## src/rtl/uart_byte_rx_if.sv

```systemverilog
// Received-byte port of the UART receiver: serial line in, strobed byte and framing error out.
// master = receiver side (drives the strobes), slave = downstream consumer (drives nothing but sees all).
interface uart_byte_rx_if;
    logic       rx;
    logic       po_flag;
    logic [7:0] po_data;
    logic       frame_err;

    modport master (
        input  rx,
        output po_flag,
        output po_data,
        output frame_err
    );

    modport slave (
        input rx,
        input po_flag,
        input po_data,
        input frame_err
    );
endinterface

```

## src/rtl/uart_byte_rx.sv

```systemverilog
// 8N1 UART receiver: po_flag/frame_err strobe 9*BAUD_MAX+BIT_MID+1 clocks after start-edge detection.
// No backpressure: one byte per 10 bit times, the consumer must take every strobe.
module uart_byte_rx #(
    parameter int CLK_FREQ = 50_000_000,
    parameter int UART_BPS = 9_600
) (
    input  logic           sys_clk,
    input  logic           sys_rst_n,
    uart_byte_rx_if.master bus
);

    localparam int BAUD_MAX = CLK_FREQ / UART_BPS;
    localparam int BIT_MID  = BAUD_MAX / 2;
    localparam int CNT_W    = (BAUD_MAX > 2) ? $clog2(BAUD_MAX) : 1;
    localparam logic [CNT_W-1:0] BAUD_LAST = CNT_W'(BAUD_MAX - 1);
    localparam logic [CNT_W-1:0] BAUD_MID  = CNT_W'(BIT_MID);

    typedef enum logic [1:0] {IDLE, START, DATA, STOP} state_t;

    state_t           state;
    state_t           state_nxt;
    logic             rx_s1;
    logic             rx_s2;
    logic             rx_s3;
    logic [CNT_W-1:0] baud_cnt;
    logic [3:0]       bit_cnt;
    logic [7:0]       shift;
    logic             flag_q;
    logic [7:0]       data_q;
    logic             err_q;
    logic             flag_nxt;
    logic             err_nxt;
    logic             start_edge;
    logic             at_mid;
    logic             at_wrap;

    // Synchroniser resets to the idle level so reset release never looks like a start edge.
    always_ff @(posedge sys_clk or negedge sys_rst_n) begin
        if (!sys_rst_n) begin
            rx_s1 <= 1'b1;
            rx_s2 <= 1'b1;
            rx_s3 <= 1'b1;
        end else begin
            rx_s1 <= bus.rx;
            rx_s2 <= rx_s1;
            rx_s3 <= rx_s2;
        end
    end

    assign start_edge = rx_s3 & ~rx_s2;
    assign at_mid     = (baud_cnt == BAUD_MID);
    assign at_wrap    = (baud_cnt == BAUD_LAST);

    always_ff @(posedge sys_clk or negedge sys_rst_n) begin
        if (!sys_rst_n) begin
            state <= IDLE;
        end else begin
            state <= state_nxt;
        end
    end

    always_comb begin
        state_nxt = state;
        flag_nxt  = 1'b0;
        err_nxt   = 1'b0;
        case (state)
            IDLE: begin
                if (start_edge) begin
                    state_nxt = START;
                end
            end
            START: begin
                if (at_mid && rx_s2) begin
                    state_nxt = IDLE;
                end else if (at_wrap) begin
                    state_nxt = DATA;
                end
            end
            DATA: begin
                if (at_wrap && (bit_cnt == 4'd8)) begin
                    state_nxt = STOP;
                end
            end
            STOP: begin
                // Leave half a bit early so a back-to-back start bit is not missed.
                if (at_mid) begin
                    state_nxt = IDLE;
                    flag_nxt  = rx_s2;
                    err_nxt   = ~rx_s2;
                end
            end
            default: state_nxt = IDLE;
        endcase
    end

    always_ff @(posedge sys_clk or negedge sys_rst_n) begin
        if (!sys_rst_n) begin
            baud_cnt <= '0;
            bit_cnt  <= 4'd0;
            shift    <= 8'h00;
        end else if (state == IDLE) begin
            baud_cnt <= '0;
            bit_cnt  <= 4'd0;
        end else begin
            baud_cnt <= at_wrap ? '0 : baud_cnt + 1'b1;
            if ((state == DATA) && at_mid) begin
                shift[bit_cnt[2:0]] <= rx_s2;
                bit_cnt             <= bit_cnt + 4'd1;
            end
        end
    end

    always_ff @(posedge sys_clk or negedge sys_rst_n) begin
        if (!sys_rst_n) begin
            flag_q <= 1'b0;
            err_q  <= 1'b0;
            data_q <= 8'h00;
        end else begin
            flag_q <= flag_nxt;
            err_q  <= err_nxt;
            if (flag_nxt) begin
                data_q <= shift;
            end
        end
    end

    assign bus.po_flag   = flag_q;
    assign bus.po_data   = data_q;
    assign bus.frame_err = err_q;

endmodule

```

## src/flat_wrapper.sv

```systemverilog
// flat-port wrapper written by rule: the top's interface ports become plain ports
module uart_byte_rx_flat 
#(
    parameter int CLK_FREQ = 50_000_000,
    parameter int UART_BPS = 9_600
)
  (sys_clk, sys_rst_n, bus_rx, bus_po_flag, bus_po_data, bus_frame_err);
  uart_byte_rx_if bus_i ();
  input  logic sys_clk;
  input  logic sys_rst_n;
  input wire logic [$bits(bus_i.rx)-1:0] bus_rx;
  output wire logic [$bits(bus_i.po_flag)-1:0] bus_po_flag;
  output wire logic [$bits(bus_i.po_data)-1:0] bus_po_data;
  output wire logic [$bits(bus_i.frame_err)-1:0] bus_frame_err;
  assign bus_i.rx = bus_rx;
  assign bus_po_flag = bus_i.po_flag;
  assign bus_po_data = bus_i.po_data;
  assign bus_frame_err = bus_i.frame_err;
  uart_byte_rx #(.CLK_FREQ(CLK_FREQ), .UART_BPS(UART_BPS)) u_core (.sys_clk(sys_clk), .sys_rst_n(sys_rst_n), .bus(bus_i));
endmodule
```

## config.mk

```make
export PLATFORM = sky130hd
export DESIGN_NAME = uart_byte_rx_flat
export DESIGN_NICKNAME = d
export VERILOG_FILES = /design/src/rtl/uart_byte_rx_if.sv /design/src/rtl/uart_byte_rx.sv /design/src/flat_wrapper.sv
export SDC_FILE = /design/constraint.sdc
export NUM_CORES = 1
export LEC_CHECK = 0
export ABC_AREA = 1
export CORE_MARGIN = 3
export CORE_UTILIZATION = 40
export CTS_BUF_LIST = sky130_fd_sc_hd__clkbuf_4 sky130_fd_sc_hd__clkbuf_8 sky130_fd_sc_hd__clkbuf_16
export CTS_CLUSTER_DIAMETER = 120
export DETAILED_ROUTE_END_ITERATION = 10
export PLACE_DENSITY = 0.57
export SYNTH_ARGS = -nofsm -noshare
export SYNTH_HDL_FRONTEND = slang
export SYNTH_SLANG_ARGS = --single-unit
```

## constraint.sdc

```tcl
create_clock -name sys_clk -period 2 [get_ports sys_clk]
set_input_delay 0.4 -clock sys_clk [delete_from_list [all_inputs] [get_ports sys_clk]]
set_output_delay 0.4 -clock sys_clk [all_outputs]
set_load 0.01 [all_outputs]
```

==> metrics.cfg <==
[global_routing]
use_met2 = 0.205
top_usage_layer = met2
antenna_found_initial = 0
overflow = 0
grt_pass1_vias = 1423
track_usage = 0.134
grt_use_met3 = 0.0248
grt_first_pass_wirelength_mm = 6.29
use_met1 = 0.185
grt_start_max_net_pins = 22

[outcome]
status = complete, no violations

[detailed_routing]
vias = 1442
wl_per_cell_um = 11.0
routed_wirelength_mm = 3.49
drt_pass1_iterations = 4
remaining_drc_errors = 0
via_per_inst = 4.55
drt_iter0_markers = 71
ant_nets = 0

[cts]
path_clk_slew_ns = 0.07
ctsHoldBuffers = 0
post_cts_resized = 0
cts_tree = built
post-cts-setup-buffers = 0
root_buffer = clkbuf_8
insertion_delay_ns = 0.29
h-tree-depth = 2
cts_buffer_depth = 2
cts_sinks = 40
cts_buffers = 5

[run]
drv_cap = 0

[timing]
fin_skew_ns = 0.00387
finalCritPeriodShare = 0.810
finalSetupViolCount = 0
hold_viol = 0
finalSetupTns_ns = 0
fmax_mhz = 618
max_slew_margin = 0.685
rsz0062_at_grt = no
worst_slew_pin_slew_ns = 0.472
finalWorstPathRequiredPeriod_ns = 1.62
maxSlewViolCount = 0

[synthesis]
synthAdderAreaFrac = 0.0254
synthSimpleGateAreaFrac = 0.268
synth_async_sr_flop_share = 1.00
synth_common_cells = nand2_1 (52), dfrtp_1 (37), inv_1 (31), nor2_1 (31), a21oi_1 (17)
synth_flop_cell = dfrtp_1
synth_xor_area_frac = 0.0134
synthMostInstantiatedCell = nand2_1
synth_top_area_share = 0.470
muxShareOfSynthArea = 0
synth_top_area_cell = dfrtp_1
synth_cells = 233
synth_nets = 240
synth.cell_area_sq_mm = 0.00197
yosys_register_bits = 40
yosys_warnings = 0
synth_top_family_by_area = simple AND/OR/NAND/NOR gates
synth-compound-area-share = 0.101
yosysSeqAreaShare = 0.510
synth.area.top_cells = dfrtp_1 (47%), nand2_1 (9.9%), inv_1 (5.9%)
synth_cell_types = 29
synth_edf_count = 0
synth_area_per_cell_sq_um = 8.45

[finish]
num_antenna_cells = 0
final_util = 0.500
fillers = 434
final_layout_size_suffix_gt1_frac = 0.151
ff_latch_area_sq_mm = 0.00100
multiInputGateArea_sq_um = 803
fin_nets = 258
syn2layout_area_growth_pct = 15.9

[critical_path]
critPathKind = flop to flop
path_cells = inv_1 -> ha_1 -> nand2_1 -> nor2_2 -> nand3_4 -> nor2_8 -> nand2_4 -> clkinv_2 -> nand2_1 -> nor2_1 -> a21oi_1
cpPeakStageDelay_ns = 0.40
crit_fanout = 5
crit_path_frequent_cell = nand2_1
critPathRequiredTime_ns = 2.18
r2r-start = u_core.baud_cnt[0]$_DFF_PN0_
arrival_ns = 1.80
cp-start-kind = flop
cp_slowest_cell = dfrtp_1
r2r_slack_ns = 0.38
cp_num_buf_inv = 2
startpoint = u_core.baud_cnt[0]$_DFF_PN0_
crit_family = simple AND/OR/NAND/NOR gates
cp-end-kind = flop

[power]
clkPwrFrac = 0.326
vdd_ir_drop_max_mv = 0.382
leakagePower_uw = 0.00108
p_seq_frac = 0.464
switching_power_uw = 611
swShare = 0.304
internal-power_uw = 1400
combPwrFrac = 0.210
p_per_area_mw_per_mm2 = 881

[floorplanning]
fp.dieH_um = 76.1
rows = 24
die-area_sq_mm = 0.00580
io_pins = 13
initial_core_util = 0.431
die_w_um = 76.1
core_sq_mm = 0.00456

[placement]
dpl.hpwl_mm = 2.65
port_buffers = 12
place_congestion = 0.810

[worst_hold_path]
hold_path.class = input port to asynchronous set/reset pin

## power groups by stage
stage               Clock, uW  Sequential (uW)  Combinational, uW
floorplan                   0              933                335
global placement            0              948                432
detailed placement          0              947                427
CTS                       674              933                429
global route              712              950                492
finish                    654              933                422
## placed cells by master, fill, tap and decap left out, types with 2 or more instances in the layout
master and count:
xor2_1 3, clkbuf_8 5, nor2_2 4, nand4_1 5, nand3_1 7, nor2_1 31, o21ai_2 6, o21ai_1 4
ha_1 4, nand3_4 2, nand2_2 2, a21oi_1 17, nor3_1 6, nand2_1 52, inv_2 5, o21ai_0 2
dfstp_2 3, inv_1 31, dfrtp_1 37, clkdlybuf4s50_1 11, clkinv_2 3
## path summary, 6_finish.rpt
kind,endpoint,depth (start not counted)
min,u_core.state[0]$_DFFE_PN0P_,1
min in group sys_clk,u_core.rx_s2$_DFF_PN1_,0
max in group asynchronous,u_core.rx_s2$_DFF_PN1_,2
min reg2reg,u_core.rx_s2$_DFF_PN1_,0
max reg2reg,u_core.shift[0]$_DFFE_PN0P_,11
max,u_core.shift[0]$_DFFE_PN0P_,11
## cell families after synthesis
kind of cell | after synthesis
compound gates | 33
buf+inv | 40
fa+ha+maj | 4
flops | 40
simple gates | 113
xor+xnor | 3
## metrics by stage
step | hold WS, ns | power [uW] | worst slack, ns | instance area [sq um] | std cells
final | 0.0608 | 2010 | 0.381 | 2280 | 317
after global routing | 0.0901 | 2150 | 0.222 | 2280 | 317
after CTS | 0.0801 | 2040 | 0.362 | 2280 | 317
after detailed placement | 0.347 | 1370 | 0.375 | 2170 | 309
after global placement | 0.347 | 1380 | 0.349 | 2170 | 309
after floorplan | 0.104 | 1270 | 0.498 | 1970 | 233
## per-layer routing
layer  routed length, um  vias up  part of all wire
met5                   0        -                 0
met4                  58        0             0.017
met2                1470       25              0.42
met1                1840      650              0.53
li1                    -      762                 -
met3                 117        5             0.034
## cell type report
class	instances	share of cell area
flip-flops and latches	40	0.440
multi-input cells	153	0.352
inverters	38	0.0636
repair buffers	13	0.0592
well taps	65	0.0357
clock buffers	6	0.0335
clock inverters	2	0.0154
## flip-flops by register name (all words and copies together) (netlist names), named ones only
register / flops
u_core.shift: 8
u_core.state: 1
u_core.rx_s1: 1
u_core.rx_s3: 1
u_core.rx_s2: 1
u_core.bus.po_flag: 1
u_core.bus.po_data: 8
u_core.bus.frame_err: 1
u_core.baud_cnt: 13
u_core.bit_cnt: 4
No activity file was read; power rests on OpenSTA's default activity.
